$ cat src/rtl/uart_pkg.sv
// ---------------------------------------------------------------------------
// uart_pkg
// Shared definitions for the UART transmit path.
//   UART_DATA_WIDTH_DEFAULT    : default byte width (matches the transmitter)
//   UART_TX_FIFO_DEPTH_DEFAULT : default number of FIFO entries
//   tx_entry_t                 : {error, data} entry layout at the default width
// The FIFO stores entries as a DATA_WIDTH+1 packed vector with the same
// layout, so non-default widths work without this struct.
// ---------------------------------------------------------------------------
package uart_pkg;

  localparam int UART_DATA_WIDTH_DEFAULT    = 8;
  localparam int UART_TX_FIFO_DEPTH_DEFAULT = 16;

  typedef struct packed {
    logic       error;
    logic [7:0] data;
  } tx_entry_t;

endpackage

$ cat src/rtl/uart_fifo_mem.sv
// ---------------------------------------------------------------------------
// uart_fifo_mem
// DEPTH x WIDTH storage with one synchronous write port and one
// asynchronous (combinational) read port. Contents are not reset.
// Ports:
//   clk   : clock
//   we    : write enable
//   waddr : write index
//   wdata : write entry
//   raddr : read index
//   rdata : entry at raddr (combinational)
// ---------------------------------------------------------------------------
module uart_fifo_mem #(
  parameter int WIDTH = 9,
  parameter int DEPTH = 16,
  localparam int AW   = $clog2(DEPTH)
) (
  input  logic             clk,
  input  logic             we,
  input  logic [AW-1:0]    waddr,
  input  logic [WIDTH-1:0] wdata,
  input  logic [AW-1:0]    raddr,
  output logic [WIDTH-1:0] rdata
);

  logic [WIDTH-1:0] mem [DEPTH];

  always_ff @(posedge clk) begin
    if (we) begin
      mem[waddr] <= wdata;
    end
  end

  assign rdata = mem[raddr];

endmodule

$ cat src/rtl/uart_tx_fifo.sv
// ---------------------------------------------------------------------------
// uart_tx_fifo
// Show-ahead FIFO between the host and the UART transmitter. Each entry is a
// data byte plus an error-injection flag forwarded to the transmitter.
// Ports:
//   clk, rst              : clock, asynchronous active-high reset
//   wr_valid/wr_data/
//   wr_error/wr_ready     : host write handshake (push on wr_valid&&wr_ready)
//   tx_valid/tx_data/
//   tx_error/tx_ready     : transmitter handshake (pop on tx_valid&&tx_ready)
//   count                 : number of stored entries, 0..DEPTH
//   full, empty           : status derived from the registered pointers
//   overflow              : sticky, set when a write is attempted while full
//   clr_overflow          : synchronous clear of overflow (set wins)
// ---------------------------------------------------------------------------
module uart_tx_fifo
  import uart_pkg::*;
#(
  parameter int DATA_WIDTH = UART_DATA_WIDTH_DEFAULT,
  parameter int DEPTH      = UART_TX_FIFO_DEPTH_DEFAULT,
  localparam int AW        = $clog2(DEPTH),
  localparam int PW        = AW + 1
) (
  input  logic                  clk,
  input  logic                  rst,
  input  logic                  wr_valid,
  input  logic [DATA_WIDTH-1:0] wr_data,
  input  logic                  wr_error,
  output logic                  wr_ready,
  output logic                  tx_valid,
  output logic [DATA_WIDTH-1:0] tx_data,
  output logic                  tx_error,
  input  logic                  tx_ready,
  output logic [PW-1:0]         count,
  output logic                  full,
  output logic                  empty,
  output logic                  overflow,
  input  logic                  clr_overflow
);

  localparam int EW = DATA_WIDTH + 1;

  // Pointers carry one extra wrap bit above the index bits.
  logic [PW-1:0] wr_ptr;
  logic [PW-1:0] rd_ptr;
  logic          push;
  logic          pop;
  logic [EW-1:0] wr_entry;
  logic [EW-1:0] rd_entry;

  assign empty = (wr_ptr == rd_ptr);
  assign full  = (wr_ptr[AW-1:0] == rd_ptr[AW-1:0]) && (wr_ptr[AW] != rd_ptr[AW]);
  // Pointer difference modulo 2*DEPTH gives the occupancy directly.
  assign count = wr_ptr - rd_ptr;

  // wr_ready ignores a same-cycle pop: no write-through when full.
  assign wr_ready = !full;
  assign tx_valid = !empty;
  assign push     = wr_valid && wr_ready;
  assign pop      = tx_valid && tx_ready;

  assign wr_entry = {wr_error, wr_data};

  uart_fifo_mem #(
    .WIDTH (EW),
    .DEPTH (DEPTH)
  ) u_mem (
    .clk   (clk),
    .we    (push),
    .waddr (wr_ptr[AW-1:0]),
    .wdata (wr_entry),
    .raddr (rd_ptr[AW-1:0]),
    .rdata (rd_entry)
  );

  // Head entry is masked while empty so stale storage never reaches the
  // transmitter; the array itself is not reset.
  assign tx_data  = empty ? '0   : rd_entry[DATA_WIDTH-1:0];
  assign tx_error = empty ? 1'b0 : rd_entry[DATA_WIDTH];

  always_ff @(posedge clk or posedge rst) begin
    if (rst) begin
      wr_ptr <= '0;
      rd_ptr <= '0;
    end else begin
      if (push) begin
        wr_ptr <= wr_ptr + PW'(1);
      end
      if (pop) begin
        rd_ptr <= rd_ptr + PW'(1);
      end
    end
  end

  always_ff @(posedge clk or posedge rst) begin
    if (rst) begin
      overflow <= 1'b0;
    end else if (wr_valid && full) begin
      overflow <= 1'b1;
    end else if (clr_overflow) begin
      overflow <= 1'b0;
    end
  end

endmodule

$ cat config.mk
export PLATFORM = sky130hd
export DESIGN_NAME = uart_tx_fifo
export DESIGN_NICKNAME = d
export VERILOG_FILES = /design/src/rtl/uart_pkg.sv /design/src/rtl/uart_fifo_mem.sv /design/src/rtl/uart_tx_fifo.sv
export SDC_FILE = /design/constraint.sdc
export NUM_CORES = 1
export LEC_CHECK = 0
export CORE_MARGIN = 3
export CORE_UTILIZATION = 53
export DETAILED_ROUTE_END_ITERATION = 7
export PLACE_DENSITY = 0.72
export SLEW_MARGIN = 20
export SYNTH_ARGS = -nofsm -noshare
export SYNTH_HDL_FRONTEND = slang
export SYNTH_HIERARCHICAL = 1
export SYNTH_SLANG_ARGS = --single-unit
$ cat constraint.sdc
create_clock -name clk -period 3.11 [get_ports clk]
set_input_delay 0.4665 -clock clk [delete_from_list [all_inputs] [get_ports clk]]
set_output_delay 0.4665 -clock clk [all_outputs]
set_load 0.01 [all_outputs]
======== Word level (Yosys, flattened, before mapping) ========
Memories as Yosys holds them, arrays and structs flattened.
Cells that the tools add are included.
operators by class
  multiplexer cells ....................... 6
  equal/unequal tests ..................... 3
  add/sub/neg operators ................... 3
  reductions and logical operators ........ 7
operator list
  operator               number
  $add A5 B1 Y5 const B  2
  $mux W8                1
  $eq A5 B5 Y1           1
  $mux W1                5
  $sub A5 B5 Y5          1
  $eq A4 B4 Y1           1
  $logic_and A1 B1 Y1    4
  $logic_not A1 Y1       2
  $reduce_bool A2 Y1     1
  $ne A1 B1 Y1           1
storage, ports and cells
  memories ................................ 1
  logic and storage cells ................. 23
  RAM bits ................................ 144
  flip-flop bits (word level) ............. 11
  input port bits ......................... 14
memory list
  name       depth  width  read ports  clocked after memory_dff  wr ports  line                 RTL
  u_mem.mem  16     9      1           0                         1         uart_fifo_mem.sv:26  logic [WIDTH-1:0] mem [DEPTH];

======== Longest topological paths before layout ========
  depth after elaboration ................. 6
  gate-level depth with buffers ........... 8
  mapped depth without buffers ............ 7

======== Cells and area by module ========
The synthesis kept the hierarchy.
by module, submodules not included
  module         instances  seq. area each (um^2)  area each (um^2)  cells each
  uart_fifo_mem  1          4324.1                 5600.4            245
  uart_tx_fifo   1          275.3                  744.5             75

======== Worst setup path before layout ========
OpenSTA, ideal clock, no wires.
  path kind ............................... register -> register
  from .................................... register wr_ptr[1]
  to ...................................... memory u_mem.mem[0][0] (enable)
  stages on the path, launching flop included .. 8
  path slack .............................. 0.084 ns
  library setup time ...................... 0.387 ns
  data arrival time ....................... 2.639 ns
  buffers on the path ..................... 1
  cells stage by stage .................... dfrtp_1 -> ha_1 -> and4_1 -> nor2b_2 -> buf_6 -> nor2b_4 -> or3b_2 -> nor3_1
on the way
  longest elaborated chain between the ends .. 6
RTL lines
  item                           line                 RTL
  start: declaration             uart_tx_fifo.sv:44   logic [PW-1:0] wr_ptr;
  start signal: assignment       uart_tx_fifo.sv:87   wr_ptr <= wr_ptr + PW'(1);
  $eq A4 B4 Y1                   uart_tx_fifo.sv:52   assign full = (wr_ptr[AW-1:0] == rd_ptr[AW-1:0]) && (wr_ptr[AW] != rd_ptr[AW]);
  $logic_and A1 B1 Y1            uart_tx_fifo.sv:52
  named net full                 uart_tx_fifo.sv:35   output logic full,
  $logic_not A1 Y1               uart_tx_fifo.sv:57   assign wr_ready = !full;
  $logic_and A1 B1 Y1            uart_tx_fifo.sv:59   assign push = wr_valid && wr_ready;
  named net push                 uart_tx_fifo.sv:46   logic push;
  $mux W1                        uart_fifo_mem.sv:29  if (we) begin
  $mux W1 (not written as such)  uart_fifo_mem.sv:30  mem[waddr] <= wdata;
  end: declaration               uart_fifo_mem.sv:26
The timed path passes the listed nets, and every way through them passes these cells.

======== Worst setup path after layout ========
  from .................................... register rd_ptr[0]
  to ...................................... output port full
on the way
  longest elaborated chain between the ends .. 2
RTL lines
  item                      line                RTL
  start: declaration        uart_tx_fifo.sv:45  logic [PW-1:0] rd_ptr;
  start signal: assignment  uart_tx_fifo.sv:90  rd_ptr <= rd_ptr + PW'(1);
  $eq A4 B4 Y1              uart_tx_fifo.sv:52
  $logic_and A1 B1 Y1       uart_tx_fifo.sv:52
  end: declaration          uart_tx_fifo.sv:35
No other way between the ends.

==> impl_metrics.py <==
metrics = {
    "outcome": {
        "status": "completed",
    },
    "sta": {
        "fin_crit_ns": 3.00,
        "fin_worst_skew_ns": 0.00663,
        "slew_viol_final": 0,
        "min_period_over_period_pct": 96.5,
        "setup_ws_ns": 0.109,
        "fmax_ghz": 0.333,
        "tightest_slew_ns": 0.619,
        "slew_headroom_pct": 58.6,
        "setup_tns_ns": 0,
        "setup_violations": 0,
        "whs_ns": 0.338,
        "hold_violations": 0,
    },
    "setup_path": {
        "cp_top_family": "buffers and inverters",
        "slowest_delay_ns": 0.61,
        "critPathLaunchType": "register",
        "required_ns": 2.64,
        "cp_max_fo": 7,
        "arrival_ns": 2.53,
        "worstSetupPathType": "reg -> out",
        "worst-path-buf-inv": 2,
        "path_cells": "buf_4 > ha_1 > and4_1 > nor2b_2 > clkdlybuf4s50_1",
        "crit_path_top_delay_cell": "clkdlybuf4s50_1",
        "crit_path_end_kind": "output pin",
    },
    "power_and_ir_drop": {
        "power_density_nw_per_um2": 1000,
        "ir_drop_mv": 1.05,
        "leakage_nw": 2.72,
    },
    "global_routing": {
        "grt_pass1_vias": 3460,
        "grt_pass1_wl_um": 20800,
        "grt_usage_pct": 22.5,
        "grt_max_degree": 40,
        "antenna_found_initial": 0,
        "grt_overflow_total": 0,
    },
    "floorplanning": {
        "rows": 39,
        "die_area_um2": 13300,
        "core_area_um2": 11600,
        "initial_core_util_pct": 54.9,
        "ios": 33,
        "die_y_um": 115,
        "die_w_um": 115,
    },
    "flow_run": {
        "maxCapViolCount": 0,
    },
    "clock_network": {
        "cts_tree": "yes",
        "cts-buffers-inserted": 17,
        "cts_max_level": 4,
        "root_buffer": "clkbuf_16",
        "cts_buffer_depth": 2,
        "insertion_delay_ns": 0.42,
        "cts.clk_slew.worst_paths_ns": 0.06,
        "clock-sinks": 155,
    },
    "synth": {
        "netlist_instances": 320,
        "syn_avg_cell_area_um2": 19.8,
        "synthDistinctLibCells": 39,
        "yosys_register_bits": 155,
        "synth_edf_count": 144,
        "seq_area_frac_synth_pct": 72.5,
        "syn-cell-area_um2": 6340,
        "synthFlopType": "edfxtp_1",
        "synth_nets": 341,
        "async_reset_ff_share_pct": 7.10,
        "ys_warn_count": 6,
    },
    "layout": {
        "mostFrequentLayoutCells": "edfxtp_1 (144), buf_4 (27), clkdlybuf4s50_1 (22), mux4_2 (22), clkbuf_16 (17)",
        "area_growth_pct": 20.8,
        "nNetsFinal": 410,
        "drive_above_1_share_pct": 24.6,
        "seqCellArea_um2": 4600,
        "fillCellCount": 735,
        "multi_input_area_um2": 1630,
        "final_common_cell": "edfxtp_1",
    },
    "routing": {
        "drt.antenna.violating_nets": 0,
        "initialDrtViolationCount": 400,
        "drc": 0,
        "dr.pass1.iters": 4,
        "drt_wl_total_um": 13400,
        "routedWlPerCell_um": 24.5,
        "avgViaCountPerCell": 5.92,
        "num_vias": 3230,
    },
    "placed_design": {
        "hpwlAfterDp_um": 7980,
        "dp_slack_ns": 0.351,
        "gp_routability_congestion": 0.798,
        "numPortBuffers": 32,
    },
    "hold_path": {
        "worstHoldPathType": "in -> async",
    },
}
## synthesized netlist by cell type, types with 2 or more instances
cell	count	area share, %
ha_1	6	1.2
edfxtp_1	144	68
mux4_1	15	6.2
xnor2_1	7	0.97
and2_1	10	0.99
a22oi_1	18	2.1
nand3b_1	2	0.24
nand2_1	16	0.95
buf_6	4	0.71
nor2_1	16	0.95
a21o_1	2	0.24
buf_2	2	0.16
clkbuf_1	2	0.12
xor2_1	5	0.69
dfrtp_1	11	4.3
mux4_2	21	7.5
nand2b_1	2	0.20
a21oi_1	2	0.16
nand3_1	2	0.16
nor3_1	5	0.39
inv_1	10	0.59
## worst paths after layout
path / from / to / slack, ns / cells after the start
worst max register to register: wr_ptr[1] / u_mem/mem[0][7] / 0.32 / 7
worst min register to register: wr_ptr[4] / wr_ptr[4] / 0.50 / 1
worst min-delay path: rst / rd_ptr[4] / 0.34 / 2
worst max-delay path: rd_ptr[0] / full / 0.11 / 5
max in group asynchronous: rst / rd_ptr[0] / 2.45 / 2
min in group clk: wr_ptr[4] / wr_ptr[4] / 0.50 / 1
## logic make-up after synthesis
family | synth area share (%)
DFF | 72.5
and+or+nand+nor | 5.17
adders and majority gates | 1.50
muxes | 14.1
xor gates and xnor gates | 1.66
AOI/OAI and AO/OA | 2.60
buffers and inverters | 2.50
## area by class of cell
type / instances / share of cell area, %
Clock inverter: 13 / 2.28
Inverter: 10 / 0.490
Clock buffer: 19 / 5.65
Antenna cell: 1 / 0.0326
Tap cell: 143 / 2.33
Sequential cell: 155 / 60.0
Multi-Input combinational cell: 142 / 21.2
Timing Repair Buffer: 63 / 8.00
## through the flow
stage | util, % | cells | total power, mW | cell area, um2
finish | 66.3 | 546 | 7.69 | 7670
global route | 66.3 | 545 | 8.07 | 7660
CTS | 66.3 | 546 | 7.77 | 7670
detailed placement | 60.0 | 507 | 5.50 | 6940
global placement | 60.0 | 507 | 5.46 | 6940
floorplan | - | 320 | 4.44 | 6340
## routing by layer
metal  vias up  GRT usage [%]  share of wire (%)
met2       143           34.8                 50
li1       1433              -                  -
met3        24           5.80                8.1
met5         -              0                  0
met4         0           9.78                1.9
met1      1630           30.6                 40
## report_power, final
part           internal, mW  switching [mW]  leakage [nW]
sequential             2.56           0.149          1.43
clock                  1.33           0.773         0.292
combinational          1.45            1.43         0.998
## flip-flops by register name, summed over array words and instances, names as in the netlist
| register | count |
|---|---|
| u_mem/mem | 144 |
| rd_ptr | 5 |
| wr_ptr | 5 |
| overflow | 1 |
## repair_timing
| item | in CTS | in global routing |
|---|---|---|
| buffers inserted | 5 | 0 |
| pin swaps | 0 | 2 |
| hold buffers | 0 | 0 |
| gates resized for setup | 16 | 7 |
| gates cloned | 2 | 0 |
| setup endpoints to repair | 10 | 8 |
Power figures use the tool's default switching activity.
==> variant, RTL diff (same flow settings) <==
Make the reset (`rst`) synchronous in 2 clocked blocks. Comments in the files are not updated.
--- a/src/rtl/uart_tx_fifo.sv
+++ b/src/rtl/uart_tx_fifo.sv
@@ -78,7 +78,7 @@
   assign tx_data  = empty ? '0   : rd_entry[DATA_WIDTH-1:0];
   assign tx_error = empty ? 1'b0 : rd_entry[DATA_WIDTH];
 
-  always_ff @(posedge clk or posedge rst) begin
+  always_ff @(posedge clk) begin
     if (rst) begin
       wr_ptr <= '0;
       rd_ptr <= '0;
@@ -92,7 +92,7 @@
     end
   end
 
-  always_ff @(posedge clk or posedge rst) begin
+  always_ff @(posedge clk) begin
     if (rst) begin
       overflow <= 1'b0;
     end else if (wr_valid && full) begin
Formal check against the unedited RTL: differs if rst is asserted again (counterexample within 4 cycles, from zero or initial values and one cycle with rst high); with rst held inactive, the same outputs for 10 cycles.
==> variant against the original RTL <==
- sequential cell count unchanged
- cell area up 0.87%
- register-to-register slack better by 280 ps
- largest cell class unchanged
- global-route usage decreased by 1.4 points
- final cell count up 4.6%
- worst setup slack lost 50 ps
- die area is essentially flat
- wire length decreased by 2.4%
- area after synthesis barely moved
- core utilization grew 0.57 points
Power is not compared: it rests on default switching activity, and its combinational part moved more than twofold at a synthesized area within 25%.
==> variant: results (changes against the original RTL) <==
<table>
<tr><th>Metric</th><th>Value</th></tr>
<tr><th colspan="2">Cells and area</th></tr>
<tr><td>Number of nets in the layout</td><td>437 (+6.6%)</td></tr>
<tr><td>Layout-stage area growth over the synthesis result</td><td>21.99%</td></tr>
<tr><td>Share of final-layout standard cells stronger than drive strength 1</td><td>23.36% (-1.3 points)</td></tr>
<tr><td>Total inserted antenna cells</td><td>0 (-1)</td></tr>
<tr><th colspan="2">GRT</th></tr>
<tr><td>Largest net degree at the start of global routing</td><td>28 (-30%)</td></tr>
<tr><td>Number of global-route vias before repair</td><td>3362 (-2.8%)</td></tr>
<tr><th colspan="2">Drt</th></tr>
<tr><td>Total wire length</td><td>13070 um (-2.4%)</td></tr>
<tr><td>Detailed-route wire length per cell</td><td>22.89 um (-6.7%)</td></tr>
<tr><td>First-pass DRT Iterations</td><td>5 (+1)</td></tr>
<tr><td>Average via count per standard cell</td><td>5.869 (-0.80%)</td></tr>
<tr><td>Iter 0 DRT Violations</td><td>435 (+8.8%)</td></tr>
<tr><th colspan="2">Placement</th></tr>
<tr><td>Placed wire-length estimate after detailed placement</td><td>8143 um (+2.0%)</td></tr>
<tr><td>Routability Congestion</td><td>0.7453 (-6.6%)</td></tr>
<tr><td>Placed standard-cell area</td><td>6974 um2 (+0.54%)</td></tr>
<tr><td>Placed cell count</td><td>524 (+3.4%)</td></tr>
<tr><th colspan="2">Synthesis</th></tr>
<tr><td>Sequential share of the synthesized area</td><td>71.69% (-0.80 points)</td></tr>
<tr><td>Number of unique standard cell types used by synthesis</td><td>40 (+2.6%)</td></tr>
<tr><td>Share of flip-flops with an asynchronous set or reset after synthesis</td><td>0% (-7.1 points)</td></tr>
<tr><td>Commonest cells post-synth</td><td>edfxtp_1 (144), nor2_1 (23), mux4_2 (21)</td></tr>
<tr><td>Top cells by area, synth</td><td>edfxtp_1 (68%), mux4_2 (7.5%), mux4_1 (6.2%), dfxtp_1 (3.5%), a22oi_1 (2.1%)</td></tr>
<tr><th colspan="2">Worst hold path</th></tr>
<tr><td>Class of the tightest hold or removal check</td><td>reg -&gt; reg</td></tr>
<tr><th colspan="2">Setup path</th></tr>
<tr><td>Arrival @ worst endpoint</td><td>2580 ps (+50 ps)</td></tr>
<tr><td>Max Fanout on Critical Path</td><td>16 (+9)</td></tr>
<tr><th colspan="2">Status</th></tr>
<tr><td>Run status</td><td>complete, no violations</td></tr>
<tr><th colspan="2">Timing</th></tr>
<tr><td>Setup Skew</td><td>5.541 ps (-1.087 ps)</td></tr>
<tr><td>Worst slew margin relative to its limit</td><td>63.17% (+4.5 points)</td></tr>
<tr><th colspan="2">CTS</th></tr>
<tr><td>Clock root cell</td><td>clkbuf_16</td></tr>
</table>
[variant: cell count changes in the layout (fill, tap and decap cells not counted), moves of 7 or more]
| cell | unedited run | this run |
|---|---|---|
| dfxtp_1 | 0 | 9 |
| nor2_1 | 16 | 23 |
| clkdlybuf4s50_1 | 22 | 30 |
| and2_1 | 10 | 1 |
| dfrtp_1 | 10 | 0 |
| nor2b_1 | 1 | 10 |
| buf_4 | 27 | 40 |
[variant: final timing paths]
kind / startpoint / end / slack, ps / cells past startpoint
setup / recovery: rd_ptr[0]$_SDFFE_PP0P_ / tx_data[1] / 60 / 7
hold / removal: rd_ptr[3]$_SDFFE_PP0P_ / rd_ptr[3]$_SDFFE_PP0P_ / 580 / 2
setup reg to reg: wr_ptr[1]$_SDFFE_PP0P_ / u_mem/mem[0][7]$_DFFE_PP_ / 600 / 7
hold reg to reg: rd_ptr[3]$_SDFFE_PP0P_ / rd_ptr[3]$_SDFFE_PP0P_ / 580 / 2
[variant: worst max-delay path: stages (launching register included)]
cell and delay [ps]:
dfxtp_4 420, buf_12 180, buf_4 130, mux4_2 490, a22oi_1 180, nand2_1 120, nor2b_1 150, clkdlybuf4s50_1 480
[variant: layout make-up]
type,count,area share (%)
Clock buffer,19,5.599
Clock inverter,12,1.683
Timing Repair Buffer,78,9.709
Inverter,9,0.4369
Multi-Input combinational cell,155,21.42
Sequential cell,155,58.83
Tap cell,143,2.314
[variant: per-layer routing]
layer / wire length (um) / global-route usage [%] / vias to the layer above
met5: 0 / 0 / -
met4: 320 / 8.216 / 0
met3: 998 / 6.263 / 17
met2: 6323 / 31.21 / 132
met1: 5427 / 29.78 / 1692
li1: - / - / 1510
[variant: stage by stage]
stage,setup WS [ps],hold WS [ps],TNS [ps]
2_1_floorplan,380.2,508.4,0
3_3_place_gp,429.5,543.3,0
3_5_place_dp,390.3,580.3,0
4_1_cts,1.219,587.6,0
5_1_grt,-0.6872,619.9,-0.6872
6_report,58.64,584.3,0
[variant: kinds of logic (layout without fill, tap and decap cells)]
kind of cell | Yosys count | in the layout | synth area share (%)
flops | 155 | 155 | 71.69
simple gates | 66 | 66 | 5.329
mux | 38 | 38 | 14.00
compound gates | 33 | 33 | 3.494
buf+inv | 22 | 118 | 2.349
xor+xnor | 11 | 11 | 1.639
fa+ha+maj | 7 | 7 | 1.500
[variant: repair_timing]
action / in CTS / in global routing
gates cloned: 0 / 1
resized for setup: 1 / 7
endpoints found under the setup margin: 6 / 11
buffers inserted: 7 / 8
pin swaps: 0 / 1
[variant: power breakdown]
part           leakage, uW  internal (uW)  switching [uW]
Sequential         0.00139           2310            27.4
Clock             0.000272           1240             734
Combinational     0.000963            578             417
Total              0.00263           4130            1180
